### src/rtl/uart_rx.sv
// uart_rx: 2-flop synchronised UART receiver, LSB first, one-cycle FIFO write strobe with error pulses.
// Optional even-parity bit enabled by defining UART_RX_PARITY_EN.
module uart_rx #(
    parameter int DATA_WIDTH = 8,
    parameter int BAUD_DIV   = 434,
    parameter int CNT_WIDTH  = 16
) (
    input  logic                  clk,
    input  logic                  rst,
    input  logic                  rx,
    input  logic                  fifo_full,
    output logic                  w_en,
    output logic [DATA_WIDTH-1:0] w_data,
    output logic                  frame_err,
    output logic                  overrun_err,
    output logic                  parity_err,
    output logic                  busy
);
    localparam int IW = (DATA_WIDTH > 1) ? $clog2(DATA_WIDTH) : 1;
    localparam logic [CNT_WIDTH-1:0] HALF = CNT_WIDTH'(BAUD_DIV / 2 - 1);
    localparam logic [CNT_WIDTH-1:0] LAST = CNT_WIDTH'(BAUD_DIV - 1);

`ifdef UART_RX_PARITY_EN
    typedef enum logic [2:0] {IDLE, START, DATA, PARITY, STOP} state_t;
`else
    typedef enum logic [2:0] {IDLE, START, DATA, STOP} state_t;
`endif

    state_t                state_q;
    logic                  rx_meta_q, rx_s_q, armed_q;
    logic [CNT_WIDTH-1:0]  baud_cnt_q;
    logic [IW-1:0]         bit_idx_q;
    logic [DATA_WIDTH-1:0] shreg_q, w_data_q;
    logic                  w_en_q, frame_err_q, overrun_err_q, parity_err_q;
    logic                  par_bad;

`ifdef UART_RX_PARITY_EN
    logic par_bad_q;
    assign par_bad = par_bad_q;
`else
    assign par_bad = 1'b0;
`endif

    always_ff @(posedge clk) begin
        if (rst) begin
            state_q       <= IDLE;
            rx_meta_q     <= 1'b1;
            rx_s_q        <= 1'b1;
            armed_q       <= 1'b1;
            baud_cnt_q    <= '0;
            bit_idx_q     <= '0;
            shreg_q       <= '0;
            w_data_q      <= '0;
            w_en_q        <= 1'b0;
            frame_err_q   <= 1'b0;
            overrun_err_q <= 1'b0;
            parity_err_q  <= 1'b0;
`ifdef UART_RX_PARITY_EN
            par_bad_q     <= 1'b0;
`endif
        end else begin
            rx_meta_q     <= rx;
            rx_s_q        <= rx_meta_q;
            w_en_q        <= 1'b0;
            frame_err_q   <= 1'b0;
            overrun_err_q <= 1'b0;
            parity_err_q  <= 1'b0;
            baud_cnt_q    <= baud_cnt_q + CNT_WIDTH'(1);
            case (state_q)
                IDLE: begin
                    baud_cnt_q <= '0;
                    if (rx_s_q) armed_q <= 1'b1;
                    else if (armed_q) state_q <= START;
                end
                START: if (baud_cnt_q == HALF) begin
                    baud_cnt_q <= '0;
                    bit_idx_q  <= '0;
                    state_q    <= rx_s_q ? IDLE : DATA;
                end
                DATA: if (baud_cnt_q == LAST) begin
                    baud_cnt_q <= '0;
                    shreg_q    <= {rx_s_q, shreg_q[DATA_WIDTH-1:1]};
                    bit_idx_q  <= bit_idx_q + IW'(1);
`ifdef UART_RX_PARITY_EN
                    if (bit_idx_q == IW'(DATA_WIDTH - 1)) state_q <= PARITY;
`else
                    if (bit_idx_q == IW'(DATA_WIDTH - 1)) state_q <= STOP;
`endif
                end
`ifdef UART_RX_PARITY_EN
                PARITY: if (baud_cnt_q == LAST) begin
                    baud_cnt_q <= '0;
                    par_bad_q  <= ^shreg_q ^ rx_s_q;
                    state_q    <= STOP;
                end
`endif
                STOP: if (baud_cnt_q == LAST) begin
                    // Leaving straight to IDLE lets a back-to-back start bit be caught next cycle
                    baud_cnt_q <= '0;
                    state_q    <= IDLE;
                    if (!rx_s_q) begin
                        frame_err_q <= 1'b1;
                        armed_q     <= 1'b0;
                    end else if (par_bad) parity_err_q <= 1'b1;
                    else if (fifo_full) overrun_err_q <= 1'b1;
                    else begin
                        w_en_q   <= 1'b1;
                        w_data_q <= shreg_q;
                    end
                end
                default: state_q <= IDLE;
            endcase
        end
    end

    assign w_en        = w_en_q;
    assign w_data      = w_data_q;
    assign frame_err   = frame_err_q;
    assign overrun_err = overrun_err_q;
    assign parity_err  = parity_err_q;
    assign busy        = state_q != IDLE;
endmodule
### config.mk
export PLATFORM = sky130hd
export DESIGN_NAME = uart_rx
export DESIGN_NICKNAME = d
export VERILOG_FILES = /design/src/rtl/uart_rx.sv
export SDC_FILE = /design/constraint.sdc
export NUM_CORES = 1
export LEC_CHECK = 0
export BUFFER_PORTS_ARGS = -buffer_cell sky130_fd_sc_hd__buf_2
export CAP_MARGIN = 25
export CORE_UTILIZATION = 50
export CTS_CLUSTER_SIZE = 25
export DETAILED_ROUTE_END_ITERATION = 10
export PLACE_DENSITY = 0.69
export SYNTH_ARGS = -nofsm -noshare
export SYNTH_HDL_FRONTEND = slang
export SYNTH_SLANG_ARGS = --single-unit
### constraint.sdc
create_clock -name clk -period 4.2 [get_ports clk]
set_input_delay 0.84 -clock clk [delete_from_list [all_inputs] [get_ports clk]]
set_output_delay 0.84 -clock clk [all_outputs]
set_load 0.01 [all_outputs]
# Word-level counts from Yosys, hierarchy flattened
# Index checks and enable logic that the tools add are counted.
# op_classes
add_sub_neg,2
n_eq_ne,14
mux,21
n_bitwise,4
reduce_logical,12
# op_table
operator,count
16-bit one-hot mux with 3 select lines,1
16-bit two-way mux,2
3-bit two-way mux,8
16-bit by 1-bit adder with 16-bit output (second input constant),1
16-bit by 8-bit equality test with 1-bit output (second input constant),1
16-bit by 9-bit equality test with 1-bit output (second input constant),1
2-bit != test (second input constant),8
3-bit one-hot mux with 4 select lines,1
4-bit AND reduction,2
3-bit by 2-bit equality test with 1-bit output (second input constant),2
1-bit two-way mux,6
3-bit one-hot mux with 2 select lines,1
6-bit AND reduction,1
1-bit inverter,4
2-bit nonzero test,2
4-bit OR reduction,1
3-bit by 1-bit adder with 3-bit output (second input constant),1
3-bit by 1-bit equality test with 1-bit output (second input constant),1
3-bit equality test (second input constant),1
3-bit logical NOT,1
3-bit AND reduction,1
3-bit nonzero test,1
3-bit OR reduction,1
2-bit two-way mux,1
3 further kinds,3
# totals
register_bits,44
inputBits,4
output_inout_bits,13
word_cells,64

# Depth between registers and ports, before layout
# Gate-level depths: netlist of run 1.
# depth
word_depth,4
ltp_mapped,8
mapped_depth_nobuf,6

# Worst setup path after synthesis of run 1
# No wires, ideal clock.
# synth_timing
path_type,register -> register
startpoint,reg baud_cnt_q[2]
endpoint,reg baud_cnt_q[4]
setup_time_ns,0.132
t_arrival_ns,1.466
required_ns,4.068
setup_slack_ns,2.602
stages_incl_launch_ff,7
n_path_buf,2
period_less_slack_ns,1.598
cell_sequence,dfxtp_1 > buf_2 > nor4_4 > nand4_1 > a22oi_4 > buf_4 > nor3_1
# synth_between
elab_chain_len,3
word_cells_on_any_way,6
cone_classes,add/sub: 1; eq/ne: 2; mux: 3
# synth_rtl
item,line,source
start: declaration,31,logic [CNT_WIDTH-1:0] baud_cnt_q;
start signal: assignment,68,baud_cnt_q <= baud_cnt_q + CNT_WIDTH'(1);
"16-bit by 1-bit adder with 16-bit output, or another cell as far along",68,
16-bit two-way mux (on tied branches),"80, 97, 75",
16-bit one-hot mux with 3 select lines (*),69,case (state_q)
# Mark *: on every way between the ends. The rest lies on a longest branch, timed or not.
# A chain may end at the register's enable or synchronous reset.

# Worst setup path after layout of run 1
# layout_timing
startpoint,reg baud_cnt_q[13]
endpoint,reg state_q[0]
# layout_between
elab_chain_len,3
word_cells_on_any_way,6
cone_classes,eq/ne: 5; reduce/logical: 1
# layout_rtl
item,line,source
16-bit by 9-bit equality test with 1-bit output / 16-bit by 8-bit equality test with 1-bit output (equally long branches),"80, 97, 75",
2-bit != test (no line),n/a,
6-bit AND reduction (no line) (*),n/a,
end signal: assignment,78,state_q <= rx_s_q ? IDLE : DATA;
end: declaration,29,state_t state_q;
# Marks and branches as above.

==> results of run 1 <==
cells by family after synthesis:
| logic type | Yosys count | synth area share (%) |
|---|---|---|
| other | 1 | 0.190 |
| AO/OA/AOI/OAI | 50 | 15.8 |
| flip-flops | 43 | 43.7 |
| adder cells (fa/ha/maj) | 5 | 3.17 |
| AND/OR/NAND/NOR | 86 | 26.5 |
| XOR/XNOR | 11 | 4.89 |
| buffers and inverters | 24 | 5.71 |
worst paths after layout:
| check | end | slack (ns) | depth (start not counted) |
|---|---|---|---|
| max | state_q[0] | 2.03 | 4 |
| min | rx_s_q | 0.41 | 1 |
| max reg2reg | state_q[0] | 2.03 | 4 |
| min reg2reg | rx_s_q | 0.41 | 1 |
metal layers:
layer / vias to the layer above / global-route usage [%]
met4: 0 / 12.5
met2: 21 / 31.9
met3: 7 / 4.58
met5: - / 0
met1: 730 / 25.7
li1: 805 / -
registers in the layout (all words and copies together), names as in the netlist:
register     count
shreg_q          8
frame_err        1
baud_cnt_q      16
rx_s_q           1
bit_idx_q        3
overrun_err      1
armed_q          1
w_en             1
w_data           8
state_q          2
rx_meta_q        1
synthesized netlist by cell type (2+ instances only):
| library cell | n |
|---|---|
| xor2_1 | 5 |
| a21oi_1 | 18 |
| nand4_1 | 4 |
| nand2_1 | 8 |
| and4_1 | 2 |
| buf_4 | 3 |
| inv_1 | 8 |
| and3b_1 | 2 |
| buf_2 | 3 |
| nand3_2 | 2 |
| o21ai_0 | 18 |
| nand3_1 | 24 |
| ha_1 | 5 |
| and4b_1 | 2 |
| o32ai_1 | 2 |
| clkbuf_1 | 9 |
| a211oi_1 | 3 |
| and3_1 | 3 |
| nor4_1 | 2 |
| or2_2 | 3 |
| nor3_1 | 16 |
| dfxtp_1 | 43 |
| nor2_1 | 4 |
| xnor2_1 | 6 |
| nand2b_1 | 5 |
stage by stage:
stage,cells,total power [mW],setup WS [ns],instance area [um^2]
floorplan,220,0.436,2.60,1970
global placement,267,0.439,2.05,2020
detailed placement,267,0.440,2.01,2020
CTS,275,0.816,1.99,2160
global route,275,0.837,1.82,2160
finish,275,0.805,2.03,2160
area by class of cell:
class / count / area [um^2]
fillers: 346 / 1560
multi-input cells: 153 / 997
flip-flops and latches: 43 / 861
repair buffers: 15 / 75.1
clock buffers: 6 / 72.6
clock inverters: 2 / 60.1
well taps: 48 / 60.1
inverters: 8 / 30.0
worst reg2reg max path: stages (launching register included):
cell and delay, ns:
dfxtp_1 0.36, nor4_2 0.40, nand4_2 0.50, a22oi_4 0.64, a211oi_1 0.14
power groups by stage:
stage	logic [mW]	clock network [mW]	registers, mW
6_report	0.0187	0.375	0.411
5_1_grt	0.0212	0.404	0.412
4_1_cts	0.0190	0.386	0.411
3_5_place_dp	0.0189	0	0.421
3_3_place_gp	0.0187	0	0.421
2_1_floorplan	0.0169	0	0.420
==> flow_metrics.env, run 1 <==
export IMPL_outcome="complete, no violations"
export IMPL_h_tree_depth=2
export IMPL_yosys_register_bits=43
export IMPL_final_min_period_over_clock_period_pct=51.7
export IMPL_final_setup_skew_ns=0.00664
export IMPL_grt_setup_unrepaired="no"
export IMPL_cts_resized_gates=0
export IMPL_num_vias=1563
export IMPL_start_util_pct=53.0
export IMPL_cap_viol_max_count=0
export IMPL_uppermost_layer_routed="met4"
export IMPL_all_layer_global_routing_usage_pct=20.6
export IMPL_die_area_um2=4200
export IMPL_cts_num_sinks=43
export IMPL_setup_violations=0
export IMPL_synthCells=220
export IMPL_clock_power_share_pct=46.6
export IMPL_design_portCount=17
export IMPL_met1_length_mm=1.83
export IMPL_routed_wl_met2_mm=1.64
export IMPL_cts_max_path_buffers=2
export IMPL_worstPathMaxFanout=22
export IMPL_post_route_cells_drive_above_1_share_pct=15.0
export IMPL_netlist_cell_type_count=45
export IMPL_path_clk_slew_ns=0.08
export IMPL_yosys_warnings=0
export IMPL_synth_top_area_share_pct=43.7
export IMPL_p_leak_nw=0.735
export IMPL_die_outline_width_um=64.8
export IMPL_cts_tree="built"
export IMPL_timing_rr_start="baud_cnt_q[13]"
export IMPL_fmax_mhz=460
export IMPL_cts_root_buffer="clkbuf_8"
export IMPL_area_growth_synth_to_final_pct=9.40
export IMPL_min_delay_start="rx_meta_q"
export IMPL_wire_length_of_the_first_global_routing_pass_mm=6.58
export IMPL_finalHoldViolations=0
export IMPL_holdCritPathClass="reg2reg"
export IMPL_worst_endpoint_arrival_ns=2.34
export IMPL_number_of_slew_limit_violations_in_the_final_report=0
export IMPL_synth_async_reset_ratio_pct=0
export IMPL_remaining_routing_drc_violations=0
export IMPL_antenna_violating_nets_post_route=0
export IMPL_syn_num_nets=229
export IMPL_cts_repair_timing_setup_buffer_count=0
export IMPL_post_synth_instance_area_um2=1970
export IMPL_fp_row_count=22
export IMPL_utilization_pct=58.0
export IMPL_number_of_global_route_vias_before_repair=1499
export IMPL_num_nets_final=235
export IMPL_largest_net_degree_at_the_start_of_global_routing=46
export IMPL_drt_first_iter_violations=84
export IMPL_path_cells="nor4_2, nand4_2, a22oi_4, a211oi_1"
export IMPL_cts_hold_buffers=0
export IMPL_post_drt_via_cell_ratio=5.68
export IMPL_port_buffers=15
export IMPL_floorplan_core_area_um2=3720
export IMPL_setup_worst_path_end_class="register"
export IMPL_p_sw_share_pct=19.0
export IMPL_cp_startpoint="baud_cnt_q[13]"
export IMPL_grt_overflow=0
export IMPL_antenna_found_initial=0
export IMPL_detailedRoute_firstPassIterationCount=4
export IMPL_post_route_min_period_ns=2.17
export IMPL_syn_avg_cell_area_um2=8.96
export IMPL_max_slew_margin_rel_pct=49.1
export IMPL_numCtsBuffers=5
export IMPL_seq_power_share_pct=51.1
export IMPL_netlist_top_cell_by_area="dfxtp_1"
export IMPL_insertedDiodeCount=0
export IMPL_worst_slew_pin_transition_ns=0.763
export IMPL_crit_family="simple AND/OR/NAND/NOR gates"
export IMPL_dp_final_hpwl_mm=2.44
export IMPL_leading_cell_type_in_the_layout_fill_and_taps_excluded="dfxtp_1"
export IMPL_chipHeight_um=64.8
export IMPL_slowest_delay_ns=0.64
export IMPL_worst_ir_drop_vdd_uv=205
export IMPL_netSwitchingPower_uw=153
export IMPL_hold_slack_ns=0.413
export IMPL_routabilityCongestion=0.768
export IMPL_timing_setup_tns_ns=0
export IMPL_cp_slowest_cell="a22oi_4"
export IMPL_finalWirelength_mm=3.66
export IMPL_powerDensity_nw_per_um2=374
export IMPL_worstSetupPathType="reg2reg"
export IMPL_layout_common_cells="dfxtp_1, nand3_1, o21ai_0, a21oi_1, nor3_1"
export IMPL_ys_flop_type="dfxtp_1"
export IMPL_seq_area_frac_synth_pct=43.7
export IMPL_route_detailed_wl_per_inst_um=13.3
export IMPL_ranking_of_synthesized_cells_by_area="dfxtp_1, nand3_1, a21oi_1, o21ai_0, nor3_1"
export IMPL_worst_ep_required_time_ns=4.36
export IMPL_synth_enable_flop_cells=0
export IMPL_clk_lat_worst_skew_ns=0.30
export IMPL_critical_path_n_buffers_inverters=0
export IMPL_wl_met3_um=104
export IMPL_share_comb_of_total_power_pct=2.3
export IMPL_timing_critical_path_from_type="register"
export IMPL_power_report_internal_total_uw=652
Note: power is estimated with default switching activity, not from simulation.
==> run 2, diff against run 1 <==
==> constraint.sdc (replaced) <==
create_clock -name clk -period 2.2 [get_ports clk]
set_input_delay 0.44 -clock clk [delete_from_list [all_inputs] [get_ports clk]]
set_output_delay 0.44 -clock clk [all_outputs]
set_load 0.01 [all_outputs]
==> run 2 against run 1 <==
  * Setup slack worse by 1.7 ns
  * Critical path type unchanged
  * Worst hold slack worse by 0.090 ns
  * Power is 63% higher
  * Critical endpoint is now w_data[1]
  * Wire length is 2.3% higher
  * Flip-flop and latch count stayed put
==> flow_metrics.env, run 2 (synthesized netlist as in run 1, its figures left out) <==
export IMPL_share_comb_of_total_power_pct=2.9
export IMPL_numCtsBuffers=5
export IMPL_setup_worst_path_end_class="register"
export IMPL_worst_ir_drop_vdd_uv=393
export IMPL_routabilityCongestion=0.779
export IMPL_dp_final_hpwl_mm=2.58
export IMPL_all_layer_global_routing_usage_pct=20.5
export IMPL_final_min_period_over_clock_period_pct=85.7
export IMPL_slowest_delay_ns=0.51
export IMPL_p_total_mw=1.31
export IMPL_cts_num_sinks=43
export IMPL_timing_critical_path_from_type="register"
export IMPL_chipHeight_um=64.8
export IMPL_p_sw_share_pct=22.6
export IMPL_largest_register="baud_cnt_q"
export IMPL_antenna_violating_nets_post_route=0
export IMPL_outcome="complete, no violations"
export IMPL_num_vias=1589
export IMPL_detailedRoute_firstPassIterationCount=4
export IMPL_n_fill_cell=368
export IMPL_fp_row_count=22
export IMPL_die_area_um2=4200
export IMPL_area_growth_synth_to_final_pct=8.51
export IMPL_antenna_found_initial=0
export IMPL_finalWirelength_mm=3.74
export IMPL_cts_tree="built"
export IMPL_cts_root_buffer="clkbuf_8"
export IMPL_cts_resized_gates=0
export IMPL_post_route_cells_drive_above_1_share_pct=16.5
export IMPL_seq_power_share_pct=59.8
export IMPL_cts_repair_timing_setup_buffer_count=0
export IMPL_post_route_min_period_ns=1.89
export IMPL_drt_first_iter_violations=132
export IMPL_p_leak_nw=0.730
export IMPL_grt_setup_unrepaired="no"
export IMPL_timing_rr_start="baud_cnt_q[13]"
export IMPL_path_cells="nor4_2, and4_1, buf_4, nand3_1, a21oi_1"
export IMPL_layout_common_cells="dfxtp_1, nand3_1, o21ai_0, a21oi_1, nor3_1"
export IMPL_fmax_mhz=530
export IMPL_cp_startpoint="baud_cnt_q[13]"
export IMPL_holdCritPathClass="in2reg"
export IMPL_cts_max_path_buffers=2
export IMPL_largest_register_ff_count=16
export IMPL_largest_net_degree_at_the_start_of_global_routing=35
export IMPL_worstPathMaxFanout=11
export IMPL_floorplan_core_area_um2=3720
export IMPL_grt_overflow=0
export IMPL_design_portCount=17
export IMPL_power_report_internal_total_mw=1.01
export IMPL_num_nets_final=239
export IMPL_worst_slew_pin_transition_ns=0.614
export IMPL_number_of_slew_limit_violations_in_the_final_report=0
export IMPL_setup_violations=0
export IMPL_die_outline_width_um=64.8
export IMPL_leading_cell_type_in_the_layout_fill_and_taps_excluded="dfxtp_1"
export IMPL_cts_hold_buffers=0
export IMPL_clk_lat_worst_skew_ns=0.29
export IMPL_insertedDiodeCount=0
export IMPL_number_of_global_route_vias_before_repair=1417
export IMPL_timing_setup_tns_ns=0
export IMPL_cap_viol_max_count=0
export IMPL_cp_slowest_cell="and4_1"
export IMPL_path_clk_slew_ns=0.08
export IMPL_min_delay_start="rx"
export IMPL_hold_slack_ns=0.322
export IMPL_powerDensity_nw_per_um2=613
export IMPL_remaining_routing_drc_violations=0
export IMPL_worst_endpoint_arrival_ns=2.10
export IMPL_start_util_pct=53.0
export IMPL_worstSetupPathType="reg2reg"
export IMPL_finalHoldViolations=0
export IMPL_port_buffers=15
export IMPL_route_detailed_wl_per_inst_um=13.4
export IMPL_final_setup_skew_ns=0.00445
export IMPL_h_tree_depth=2
export IMPL_clock_power_share_pct=37.3
export IMPL_post_drt_via_cell_ratio=5.70
export IMPL_netSwitchingPower_uw=297
export IMPL_max_slew_margin_rel_pct=58.7
export IMPL_worst_ep_required_time_ns=2.42
export IMPL_wire_length_of_the_first_global_routing_pass_mm=6.69
## run 2: cell count changes in the layout (fill, tap and decap cells not counted), sizes merged
cell and change:
buf +4, bufinv -2, clkinv +1, clkinvlp +1
## run 2: through the flow
| step | cell area, um^2 | util [%] | cells | setup WS [ns] |
|---|---|---|---|---|
| global route | 2140 | 57.5 | 279 | 0.175 |
| detailed placement | 2050 | 55.3 | 271 | 0.346 |
| floorplan | 1970 | - | 220 | 0.602 |
| global placement | 2050 | 55.3 | 271 | 0.454 |
| finish | 2140 | 57.5 | 279 | 0.314 |
| CTS | 2140 | 57.5 | 279 | 0.318 |
## run 2: per-layer routing
metal  wire length [um]  track usage, %  vias to the layer above  part of all wire [%]
met5                  0               0                        -                     0
met4                 42            8.33                        0                   1.1
met3                113            4.23                        5                   3.0
met2               1700            32.2                       27                    45
met1               1890            27.3                      741                    51
li1                   -               -                      816                     -
## run 2: power groups by stage
stage	registers [mW]	clock network (mW)	logic (mW)
after global placement	0.803	0	0.0377
final	0.785	0.489	0.0377
after global routing	0.786	0.535	0.0413
after CTS	0.785	0.503	0.0381
after detailed placement	0.803	0	0.0380
after floorplan	0.801	0	0.0322
## run 2: final timing paths
check	endpoint	slack [ns]	cells past startpoint
worst max-delay path	w_data[1]	0.31	5
worst min-delay path	rx_meta_q	0.32	2
worst max register to register	w_data[1]	0.31	5
worst min register to register	rx_s_q	0.42	1
## run 2: cell type report
cell class              count  area, um^2  area share (%)
multi-input cells         153         997            46.6
clock inverters             2        12.5           0.585
inverters                   8        30.0            1.40
repair buffers             19         105            4.92
clock buffers               6        72.6            3.39
well taps                  48        60.1            2.81
flip-flops and latches     43         861            40.3
## run 2: critical path, delay by kind of cell (launching register included)
kind	cells	cell delay, ns
flops	1	0.37
buf+inv	1	0.24
simple gates	3	1.01
compound gates	1	0.19
